<file path="src/rtl/sipo_rx_pkg.sv">
// Shared types and default sizing for the MSB-first serial frame receiver.
package sipo_rx_pkg;

   localparam int DW_DEF           = 10;
   localparam int CLKS_PER_BIT_DEF = 16;

   typedef enum logic [1:0] {
      IDLE,
      START,
      DATA,
      STOP
   } rx_state_t;

endpackage

</file>
<file path="src/rtl/sipo_msb_rx_sync_2ff.sv">
// Two-flop synchronizer for the asynchronous serial line; resets to the idle-high level.
module sync_2ff (
   input  logic clk,
   input  logic reset,
   input  logic enb,
   input  logic d,
   output logic q
);

   logic s1_q;
   logic s2_q;

   always_ff @(posedge clk) begin
      if (reset) begin
         s1_q <= 1'b1;
         s2_q <= 1'b1;
      end else if (enb) begin
         s1_q <= d;
         s2_q <= s1_q;
      end
   end

   assign q = s2_q;

endmodule

</file>
<file path="src/rtl/sipo_msb_rx.sv">
// Oversampling serial-in/parallel-out receiver: start bit, DW data bits MSB first, stop bit.
module sipo_msb_rx
   import sipo_rx_pkg::*;
#(
   parameter int DW           = DW_DEF,
   parameter int CLKS_PER_BIT = CLKS_PER_BIT_DEF
) (
   input  logic          clk,
   input  logic          reset,
   input  logic          enb,
   input  logic          inp,
   output logic [DW-1:0] data_out,
   output logic          valid,
   output logic          frame_err,
   output logic          busy
);

   localparam int CW = $clog2(CLKS_PER_BIT);
   localparam int IW = $clog2(DW + 1);

   localparam logic [CW-1:0] HALF_M1  = CW'(CLKS_PER_BIT / 2 - 1);
   localparam logic [CW-1:0] LAST_CNT = CW'(CLKS_PER_BIT - 1);
   localparam logic [IW-1:0] LAST_BIT = IW'(DW - 1);

   rx_state_t     state_q, state_d;
   logic [CW-1:0] cnt_q, cnt_d;
   logic [IW-1:0] bit_idx_q, bit_idx_d;
   logic [DW-1:0] shreg_q, shreg_d;
   logic [DW-1:0] data_q, data_d;
   logic          valid_q, valid_d;
   logic          ferr_q, ferr_d;
   logic          rx_s;

   sync_2ff u_sync (
      .clk   (clk),
      .reset (reset),
      .enb   (enb),
      .d     (inp),
      .q     (rx_s)
   );

   // NOTE: combinational next-state uses blocking '=' with every target defaulted first, so no latch is inferred.
   always_comb begin
      state_d   = state_q;
      cnt_d     = cnt_q;
      bit_idx_d = bit_idx_q;
      shreg_d   = shreg_q;
      data_d    = data_q;
      valid_d   = valid_q;
      ferr_d    = ferr_q;
      if (enb) begin
         valid_d = 1'b0;
         ferr_d  = 1'b0;
         unique case (state_q)
            IDLE: begin
               if (!rx_s) begin
                  state_d = START;
                  cnt_d   = '0;
               end
            end
            START: begin
               if (cnt_q == HALF_M1) begin
                  cnt_d     = '0;
                  bit_idx_d = '0;
                  state_d   = rx_s ? IDLE : DATA;
               end else begin
                  cnt_d = cnt_q + 1'b1;
               end
            end
            DATA: begin
               if (cnt_q == LAST_CNT) begin
                  shreg_d   = {shreg_q[DW-2:0], rx_s};
                  cnt_d     = '0;
                  bit_idx_d = bit_idx_q + 1'b1;
                  if (bit_idx_q == LAST_BIT) state_d = STOP;
               end else begin
                  cnt_d = cnt_q + 1'b1;
               end
            end
            STOP: begin
               if (cnt_q == LAST_CNT) begin
                  if (rx_s) begin
                     data_d  = shreg_q;
                     valid_d = 1'b1;
                  end else begin
                     ferr_d = 1'b1;
                  end
                  state_d = IDLE;
                  cnt_d   = '0;
               end else begin
                  cnt_d = cnt_q + 1'b1;
               end
            end
            default: state_d = IDLE;
         endcase
      end
   end

   // A pulse raised just before enb drops is held here and released once enb returns.
   always_ff @(posedge clk) begin
      if (reset) begin
         state_q   <= IDLE;
         cnt_q     <= '0;
         bit_idx_q <= '0;
         shreg_q   <= '0;
         data_q    <= '0;
         valid_q   <= 1'b0;
         ferr_q    <= 1'b0;
      end else begin
         state_q   <= state_d;
         cnt_q     <= cnt_d;
         bit_idx_q <= bit_idx_d;
         shreg_q   <= shreg_d;
         data_q    <= data_d;
         valid_q   <= valid_d;
         ferr_q    <= ferr_d;
      end
   end

   assign data_out  = data_q;
   assign valid     = valid_q & enb;
   assign frame_err = ferr_q & enb;
   assign busy      = (state_q != IDLE);

endmodule
</file>
<file path="config.mk">
export PLATFORM = sky130hd
export DESIGN_NAME = sipo_msb_rx
export DESIGN_NICKNAME = d
export VERILOG_FILES = /design/src/rtl/sipo_rx_pkg.sv /design/src/rtl/sipo_msb_rx_sync_2ff.sv /design/src/rtl/sipo_msb_rx.sv
export SDC_FILE = /design/constraint.sdc
export NUM_CORES = 1
export LEC_CHECK = 0
export CAP_MARGIN = 20
export CORE_MARGIN = 8
export CORE_UTILIZATION = 45
export CTS_BUF_LIST = sky130_fd_sc_hd__clkbuf_8
export CTS_CLUSTER_DIAMETER = 40
export DETAILED_ROUTE_END_ITERATION = 10
export PLACE_DENSITY_LB_ADDON = 0.25
export SLEW_MARGIN = 10
export SYNTH_ARGS = -nofsm -noshare
export SYNTH_HDL_FRONTEND = slang
export SYNTH_SLANG_ARGS = --single-unit
</file>
<file path="constraint.sdc">
create_clock -name clk -period 2.4 [get_ports clk]
set_clock_uncertainty 0.2 [all_clocks]
set_input_delay 0.6 -clock clk [delete_from_list [all_inputs] [get_ports clk]]
set_output_delay 0.6 -clock clk [all_outputs]
set_load 0.03 [all_outputs]
</file>
==> impl_metrics.tcl, run 1 <==
set metrics [dict create \
    outcome "complete, no violations" \
    setup_ws_ns 0.144 \
    drv_cap 0 \
    drv_slew 0 \
    ys_types 35 \
    cts_buffers 5 \
    cp_slowest_cell "clkdlybuf4s50_1" \
    path_cells "clkdlybuf4s50_1 > and2_1 > buf_4" \
    fin_crit_sh_pct 94.0 \
    critPathMaxStageDelay_ns 0.55 \
    clock.fmax_mhz 443 \
    grt_pass1_wl_mm 5.03 \
    hpwl_mm 2.14 \
    area_growth_pct 24.0 \
    p_leak_nw 0.645 \
    synthFlopType "dfxtp_1" \
    end_kind "output port" \
    worstPathRequired_ns 1.60 \
    vias 1151 \
    ir_worst_vdd_mv 0.336 \
    gp_congestion 0.793 \
    ant_nets 0 \
    io_pins 17 \
    cts_max_path_buffers 2 \
    clock_latency_ns 0.28 \
    post_cts_buffers 0 \
    syn-cell-area_um2 1440 \
    setup-tns-final_ns 0 \
    worst_pin_slew_ns 0.378 \
    dp_slack_ns 0.0781 \
    crit_buf_inv 2 \
    drive_above_1_share_pct 15.1 \
    clock-sinks 34 \
    core_area_um2 3050 \
    final_hold_viol_count 0 \
    grt_use_total_pct 12.1 \
    root_buffer "clkbuf_8" \
    syn-num-nets 168 \
    critPathTopFamily "buffers and inverters" \
    synth.avg_cell_area_um2 8.91 \
    viasPerCell 5.00 \
    finalWirelength_mm 2.96 \
    yosysWarnings 0 \
    dr.pass1.iters 4 \
    antenna_found_initial 0 \
    synth-edff-count 0 \
    antenna_cells 0 \
    htree_levels 2 \
    fp.dieH_um 72.5 \
    setup-violations-final 0 \
    fin_crit_ns 2.26 \
    grt_pass1_vias 1126 \
    synth-seq-cells 34 \
    cts_tree "yes" \
    p_per_area_nw_per_um2 627 \
    synthArstFlopShare_pct 0 \
    drc 0 \
    postSynthCellCount 161 \
    layout.nets 192 \
    row_count 20 \
    rsz0062_at_grt "no" \
    yosysSeqAreaShare_pct 47.4 \
    grt_max_degree 27 \
    wl_per_cell_um 12.8 \
    clk_pin_slew_worst_paths_ns 0.07 \
    critical_path_class "input port to output port" \
    die_w_um 72.5 \
    slew_headroom_pct 74.7 \
    start_kind "input port" \
    path_max_fanout 6 \
    die-area_um2 5250 \
    drtIter0Drc 75 \
    worstHoldPathType "flip-flop to flip-flop" \
    n_fill_cell 285 \
    portBuffers 16 \
    initial_core_util_pct 47.0 \
    worstPathArrival_ns 1.46 \
    grt-ovfl-total 0 \
]
==> cells by family after synthesis <==
group	Yosys count	synth area share, %
AND/OR/NAND/NOR	66	21.0
AO/OA/AOI/OAI	27	12.6
adder cells (fa/ha/maj)	3	2.62
XOR/XNOR	3	1.83
flip-flops	34	47.4
multiplexers	12	8.37
buffers and inverters	16	6.19
==> routing by layer <==
layer  up-vias  wire length, µm  GRT usage (%)
met5         -                0              0
met4         0                7           4.00
met3         2              117           4.55
met2        23             1430           20.4
met1       531             1400           13.7
li1        595                -              -
==> worst register-to-register path, stage by stage, from the launching register on <==
cell and delay [ns]:
dfxtp_1 0.39, ha_1 0.26, nand4_1 0.21, nor2_2 0.19, buf_4 0.21, mux2i_1 0.22, nor2_1 0.05
==> registers in the layout, summed over array words and instances (netlist names), named ones only <==
name,count
cnt_q,4
valid_q,1
data_out,10
state_q,1
ferr_q,1
bit_idx_q,4
u_sync.q,1
shreg_q,10
u_sync.s1_q,1
==> timing repair <==
action,in CTS,in global routing
endpoints found under the setup margin,0,1
gates resized for setup,0,1
hold buffers,0,0
==> report_power, final <==
group | internal, W | switching, W | leakage [nW]
Sequential | 0.000568 | 0.00000480 | 0.274
Combinational | 0.0000196 | 0.0000250 | 0.310
Clock | 0.000302 | 0.000195 | 0.0607
Total | 0.000890 | 0.000225 | 0.645
==> layout make-up <==
class	instances	area [µm²]	share of cell area, %
Timing Repair Buffer	26	245	13.8
Clock inverter	3	37.5	2.11
Tap cell	44	55.1	3.09
Sequential cell	34	681	38.3
Inverter	7	26.3	1.48
Clock buffer	5	68.8	3.87
Multi-Input combinational cell	111	666	37.4
==> per-stage QoR <==
stage | power (W) | instance area (µm²) | util (%) | hold WS [ns] | cells
2_1_floorplan | 0.000611 | 1440 | - | 0.236 | 161
3_3_place_gp | 0.000629 | 1670 | 54.7 | 0.248 | 222
3_5_place_dp | 0.000631 | 1670 | 54.7 | 0.261 | 222
4_1_cts | 0.00113 | 1780 | 58.2 | 0.272 | 230
5_1_grt | 0.00115 | 1780 | 58.3 | 0.300 | 230
6_report | 0.00112 | 1780 | 58.3 | 0.271 | 230
==> worst paths after layout <==
| kind | startpoint | endpoint | slack [ns] | cells past startpoint |
|---|---|---|---|---|
| worst max-delay path | enb | valid | 0.14 | 3 |
| worst min-delay path | shreg_q[5] | shreg_q[6] | 0.27 | 2 |
| worst max register to register | cnt_q[0] | data_out[1] | 0.57 | 6 |
| worst min register to register | shreg_q[5] | shreg_q[6] | 0.27 | 2 |
==> placed cells by master (no fill, tap or decap) <==
cell type / n
nand3_1: 6
clkdlybuf4s50_1: 13
mux2i_1: 12
clkbuf_8: 5
o41ai_2: 1
nor2_2: 2
nand3b_1: 2
xnor2_1: 2
o211ai_1: 1
bufinv_16: 1
nand4_1: 1
nand2_1: 26
a21oi_1: 14
inv_1: 8
a22oi_1: 1
o21ai_2: 1
a41oi_1: 1
inv_2: 1
buf_4: 11
nor3_1: 6
or3_1: 2
dlymetal6s2s_1: 1
o21ai_0: 2
buf_12: 1
or2_2: 2
xor2_1: 1
and2_1: 2
nor2_1: 15
a211oi_1: 1
or3b_1: 1
o221a_2: 1
dfxtp_1: 34
o21a_1: 2
or3_2: 1
a32oi_1: 1
a21oi_2: 1
ha_1: 3
==> synthesized netlist by cell type, types with 2 or more instances <==
cell type / count / area (µm²)
dfxtp_1: 34 / 681
nand2_1: 26 / 97.6
nor2_1: 15 / 56.3
a21oi_1: 14 / 70.1
mux2i_1: 12 / 120
inv_1: 6 / 22.5
nand3_1: 6 / 30.0
nor3_1: 6 / 30.0
buf_6: 3 / 33.8
clkbuf_1: 3 / 11.3
ha_1: 3 / 37.5
and2_1: 2 / 12.5
buf_2: 2 / 10.0
nand3b_1: 2 / 15.0
nor2_2: 2 / 12.5
o21a_1: 2 / 15.0
o21ai_0: 2 / 10.0
or2_2: 2 / 12.5
or3_1: 2 / 12.5
xnor2_1: 2 / 17.5
Note: power is estimated with default switching activity, not from simulation.
==> inputs of run 2 (changes only) <==
- CTS_CLUSTER_SIZE: default -> 30
- SLEW_MARGIN: 10 -> 40
==> results of run 2 <==
The final DEF is identical to that of run 1; final timing and power are the same.
